==> src/rtl/hazard_ctrl.sv <==
// rtl/hazard_ctrl.sv - pipeline hazard control: forwarding selects, load-use/interlock stalls, branch flushes
module hazard_ctrl #(
    parameter int REG_AW = 5,
    parameter int FWD_EN = 1,
    parameter int CNT_W  = 16
) (
    input  logic              clk,
    input  logic              rst,
    input  logic              enable,
    input  logic              id_valid,
    input  logic [REG_AW-1:0] id_rs,
    input  logic [REG_AW-1:0] id_rt,
    input  logic              id_use_rs,
    input  logic              id_use_rt,
    input  logic [REG_AW-1:0] id_dst,
    input  logic              id_reg_write,
    input  logic              id_mem_read,
    input  logic              br_taken,
    output logic              stall_pc,
    output logic              stall_ifid,
    output logic              bubble_idex,
    output logic              flush_ifid,
    output logic              flush_idex,
    output logic              flush_exm,
    output logic [1:0]        fwd_a,
    output logic [1:0]        fwd_b,
    output logic [1:0]        state,
    output logic [CNT_W-1:0]  stall_cnt,
    output logic [CNT_W-1:0]  flush_cnt
);

    typedef struct packed {
        logic              valid;
        logic [REG_AW-1:0] dst;
        logic              reg_write;
        logic              mem_read;
        logic [REG_AW-1:0] rs;
        logic [REG_AW-1:0] rt;
    } ex_entry_t;

    // Source fields and mem_read retire at EX; later stages only need the write-back identity.
    typedef struct packed {
        logic              valid;
        logic [REG_AW-1:0] dst;
        logic              reg_write;
    } wr_entry_t;

    typedef enum logic [1:0] {
        S_RUN   = 2'b00,
        S_STALL = 2'b01,
        S_FLUSH = 2'b10
    } state_t;

    ex_entry_t ex_q;
    wr_entry_t mem_q, wb_q;
    state_t    state_q, state_d;
    logic [CNT_W-1:0] stall_cnt_q, flush_cnt_q;

    logic [REG_AW-1:0] src_rs, src_rt;
    logic ex_hit, mem_hit, load_use, interlock, hazard;
    logic do_stall, do_flush;
    ex_entry_t id_entry;
    wr_entry_t ex_wr;

    // Unused sources are folded to r0 so they can never match a producer.
    assign src_rs = id_use_rs ? id_rs : '0;
    assign src_rt = id_use_rt ? id_rt : '0;

    assign id_entry = '{valid: id_valid, dst: id_dst, reg_write: id_reg_write,
                        mem_read: id_mem_read, rs: src_rs, rt: src_rt};
    assign ex_wr    = '{valid: ex_q.valid, dst: ex_q.dst, reg_write: ex_q.reg_write};

    function automatic logic writes(input wr_entry_t e, input logic [REG_AW-1:0] r);
        return e.valid && e.reg_write && (e.dst != '0) && (e.dst == r);
    endfunction

    function automatic logic [1:0] fwd_sel(input logic [REG_AW-1:0] r);
        if (FWD_EN == 0 || !ex_q.valid) return 2'b00;
        if (writes(mem_q, r))           return 2'b01;
        if (writes(wb_q, r))            return 2'b10;
        return 2'b00;
    endfunction

    always_comb begin
        ex_hit    = writes(ex_wr, src_rs) || writes(ex_wr, src_rt);
        mem_hit   = writes(mem_q, src_rs) || writes(mem_q, src_rt);
        load_use  = (FWD_EN != 0) && id_valid && ex_q.mem_read && ex_hit;
        interlock = (FWD_EN == 0) && id_valid && (ex_hit || mem_hit);
        hazard    = load_use || interlock;
    end

    assign fwd_a = fwd_sel(ex_q.rs);
    assign fwd_b = fwd_sel(ex_q.rt);

    always_ff @(posedge clk or negedge rst) begin
        if (!rst) begin
            state_q <= S_RUN;
        end else if (enable) begin
            state_q <= state_d;
        end
    end

    always_comb begin
        state_d = S_RUN;
        if (br_taken) begin
            state_d = S_FLUSH;
        end else if (hazard) begin
            state_d = S_STALL;
        end
    end

    // Outputs are gated by reset and enable so nothing leaks while the pipe is frozen.
    always_comb begin
        do_flush    = rst && enable && br_taken;
        do_stall    = rst && enable && hazard && !br_taken;
        stall_pc    = do_stall;
        stall_ifid  = do_stall;
        bubble_idex = do_stall;
        flush_ifid  = do_flush;
        flush_idex  = do_flush;
        flush_exm   = do_flush;
        state       = state_q;
    end

    always_ff @(posedge clk or negedge rst) begin
        if (!rst) begin
            ex_q  <= '0;
            mem_q <= '0;
            wb_q  <= '0;
        end else if (enable) begin
            ex_q  <= (hazard || br_taken) ? '0 : id_entry;
            mem_q <= br_taken ? '0 : ex_wr;
            wb_q  <= mem_q;
        end
    end

    always_ff @(posedge clk or negedge rst) begin
        if (!rst) begin
            stall_cnt_q <= '0;
            flush_cnt_q <= '0;
        end else if (enable) begin
            if (br_taken && flush_cnt_q != '1) begin
                flush_cnt_q <= flush_cnt_q + CNT_W'(1);
            end
            if (hazard && !br_taken && stall_cnt_q != '1) begin
                stall_cnt_q <= stall_cnt_q + CNT_W'(1);
            end
        end
    end

    assign stall_cnt = stall_cnt_q;
    assign flush_cnt = flush_cnt_q;

endmodule
==> config.mk <==
export PLATFORM = sky130hd
export DESIGN_NAME = hazard_ctrl
export DESIGN_NICKNAME = d
export VERILOG_FILES = /design/src/rtl/hazard_ctrl.sv
export SDC_FILE = /design/constraint.sdc
export NUM_CORES = 1
export LEC_CHECK = 0
export CAP_MARGIN = 20
export CORE_ASPECT_RATIO = 0.7
export CORE_MARGIN = 3
export CORE_UTILIZATION = 35
export DETAILED_ROUTE_END_ITERATION = 10
export HOLD_SLACK_MARGIN = 0.15
export PLACE_DENSITY = 0.57
export SYNTH_ARGS = -nofsm -noshare
export SYNTH_HDL_FRONTEND = slang
export SYNTH_SLANG_ARGS = --single-unit
==> constraint.sdc <==
create_clock -name clk -period 2.7 [get_ports clk]
set_clock_uncertainty 0.15 [all_clocks]
set_input_delay 0.405 -clock clk [delete_from_list [all_inputs] [get_ports clk]]
set_output_delay 0.405 -clock clk [all_outputs]
set_load 0.005 [all_outputs]
==> metrics.cfg <==
[outcome]
outcome = finished clean

[critical_path]
required_ns = 2.14
reg2reg_depth = 9
worstPathArrival_ns = 2.10
critPathMaxFanout = 3
start_kind = input port
critPathKind = input port to primary output
end_kind = primary output

[clock_network]
clkLatencyLatePin_ns = 0.33
clk_pin_slew_ns = 0.05
cts_tree = built
root_buffer = clkbuf_16
clk_path_buf_depth = 2
htreeDepth = 3
clock-sinks = 66
cts_buffers = 9

[die]
ios = 68
rows = 29
start_util = 0.3631
die_h_um = 87.65
dieArea_sq_um = 10750
core-area_sq_um = 9180
die_width_um = 122.6

[global_routing]
grt_pass1_vias = 2759
grt_max_degree = 62
grtUsageTotal = 0.1758
antenna_found_initial = 0
grt_remaining_overflow = 0
grt_pass1_wl_um = 14410

[route]
wl_per_cell_um = 15.90
num_vias = 2730
postRouteAntennaNets = 0
drt-total-wl_um = 8697
drt_iter0_markers = 184
viasPerCell = 4.991
dr.pass1.iters = 4
drc = 0

[logic_synthesis]
synthDistinctLibCells = 43
synth-async-reset-ratio = 1.000
avgSynthCellArea_sq_um = 10.75
synth_edf_count = 0
ys_seq_elements = 66
synthCells = 310
netlist_area_sq_um = 3333
ys.flop_type = dfrtp_1
syn-num-nets = 336
synth_seq_area_share = 0.4955
ys_warn_count = 0

[power]
irDropWorstVdd_v = 0.0004496
power_density_nw_per_um2 = 569.9
p_leak_nw = 2.224

[placed_design]
dp_hpwl_um = 6275
dp_slack_ns = -0.4295
io_buffers = 67
place_area_sq_um = 4319
gp_congestion = 0.8195

[final_layout]
n_fill_cell = 848
area_growth_pct = 45.80
seqCellArea_sq_um = 1658
drive_gt1_frac = 0.2199
fin_util = 0.5294
postLayoutCellArea_sq_um = 4860
multi_input_area_sq_um = 1669
final_nets = 444
n_antenna_cell = 0

[sta]
slew_viol_final = 0
fin_ws_ns = 0.04410
fmax_mhz = 376.5
setup_viol = 0
final.min_clock_period_ns = 2.656
rsz0062_at_grt = true
worst_slew_pin_slew_ns = 0.7644
slew-limit-headroom = 0.4904
fin_crit_sh = 0.9837
setup_tns_ns = 0
finalHoldViolations = 0

[min_path]
hp-class = input port to async pin

[run]
drv_cap = 0

## kinds of logic after synthesis
logic type,synth area share
muxes,0.03378
DFF,0.4955
AOI/OAI and AO/OA,0.1096
buffers and inverters,0.04542
adders and majority gates,0.007506
and+or+nand+nor,0.1637
xor gates and xnor gates,0.1445
## per-layer routing
layer | vias to the layer above | GRT usage | wire [um]
met5 | - | 0 | 0
met4 | 0 | 0.05386 | 69
met3 | 7 | 0.05746 | 499
met2 | 63 | 0.2368 | 3559
met1 | 1335 | 0.2654 | 4570
li1 | 1325 | - | -
## power by group
part	switching (mW)	internal, mW
Sequential	0.0983	1.07
Clock	0.401	0.693
Combinational	0.221	0.285
## what timing repair did
item | CTS | global route
setup endpoints to repair | 7 | 5
buffers inserted | 7 | 7
hold buffers | 1 | 0
endpoints found under the hold margin | 5 | 0
gates resized for setup | 29 | 11
pin swaps | 11 | 11
## registers in the layout, indices dropped and copies added, names as in the netlist
register and cells:
flush_cnt 16, ex_q 18, stall_cnt 16, wb_q 7
mem_q 7, state 2
## critical path, cell delays in order
cell and delay, ns:
clkdlybuf4s50_1 0.47, buf_4 0.11, inv_1 0.04, o221ai_2 0.19, o32ai_4 0.13, a22oi_2 0.27, nor3b_2 0.08, buf_4 0.14
dlygate4sd2_1 0.25
## through the flow
| step | power, mW | hold slack (ns) | instances |
|---|---|---|---|
| 5_1_grt | 2.907 | 0.3245 | 547 |
| 3_3_place_gp | 1.626 | 0.09655 | 516 |
| 6_report | 2.769 | 0.3097 | 547 |
| 2_1_floorplan | 1.379 | -0.04059 | 310 |
| 3_5_place_dp | 1.630 | 0.09693 | 516 |
| 4_1_cts | 2.781 | 0.3314 | 540 |
## area by class of cell
class | count | share of cell area
clock inverter | 2 | 0.002060
multi-input combinational | 212 | 0.3435
timing repair buffer | 116 | 0.2150
tap | 124 | 0.03193
clock buffer | 14 | 0.05639
sequential | 66 | 0.3411
inverter | 13 | 0.01004
## cells in the mapped netlist (2+ instances only)
cell | number | area, sq um
and3_1 | 2 | 12.51
nor4bb_1 | 2 | 20.02
xnor2_1 | 25 | 219.0
clkbuf_1 | 9 | 33.78
nor2_1 | 11 | 41.29
a31o_1 | 2 | 17.52
or4_1 | 3 | 22.52
nor4b_1 | 2 | 17.52
nor4_1 | 7 | 43.79
nand4_1 | 9 | 56.30
ha_1 | 2 | 25.02
nand3_1 | 14 | 70.07
dfrtp_1 | 66 | 1652
mux2_1 | 2 | 22.52
a21oi_1 | 2 | 10.01
a22o_1 | 10 | 87.58
and2_1 | 2 | 12.51
nor3_1 | 12 | 60.06
xor2_1 | 30 | 262.8
buf_2 | 4 | 20.02
o21ai_0 | 10 | 50.05
a32o_1 | 10 | 100.1
mux2_2 | 8 | 90.09
nand2_1 | 23 | 86.33
inv_1 | 13 | 48.80
buf_4 | 5 | 37.54
nor3b_1 | 2 | 15.01
nand3b_1 | 8 | 60.06
## layout by cell type (no fill, tap or decap), types with 3 or more instances in the layout
cell type / netlist / routed
a22o_1: 10 / 10
a32o_1: 10 / 10
buf_4: 5 / 47
clkbuf_16: 0 / 9
clkbuf_8: 0 / 3
clkdlybuf4s50_1: 0 / 53
dfrtp_1: 66 / 61
dfrtp_2: 0 / 5
dlygate4sd2_1: 0 / 9
dlymetal6s2s_1: 0 / 3
inv_1: 13 / 13
mux2_2: 8 / 8
nand2_1: 23 / 23
nand3_1: 14 / 13
nand3b_1: 8 / 8
nand4_1: 9 / 9
nor2_1: 11 / 11
nor3_1: 12 / 12
nor4_1: 7 / 4
o21ai_0: 10 / 9
or4_1: 3 / 3
xnor2_1: 25 / 23
xor2_1: 30 / 30
## worst paths after layout
path,startpoint,endpoint,slack [ns]
worst max register to register,ex_q[12],stall_cnt[2],0.29
max in group asynchronous,rst,ex_q[15],1.05
worst min register to register,stall_cnt[10],stall_cnt[10],0.33
min in group clk,stall_cnt[10],stall_cnt[10],0.33
worst min-delay path,rst,stall_cnt[1],0.31
worst max-delay path,id_rt[4],stall_ifid,0.04
Power figures use the tool's default switching activity.
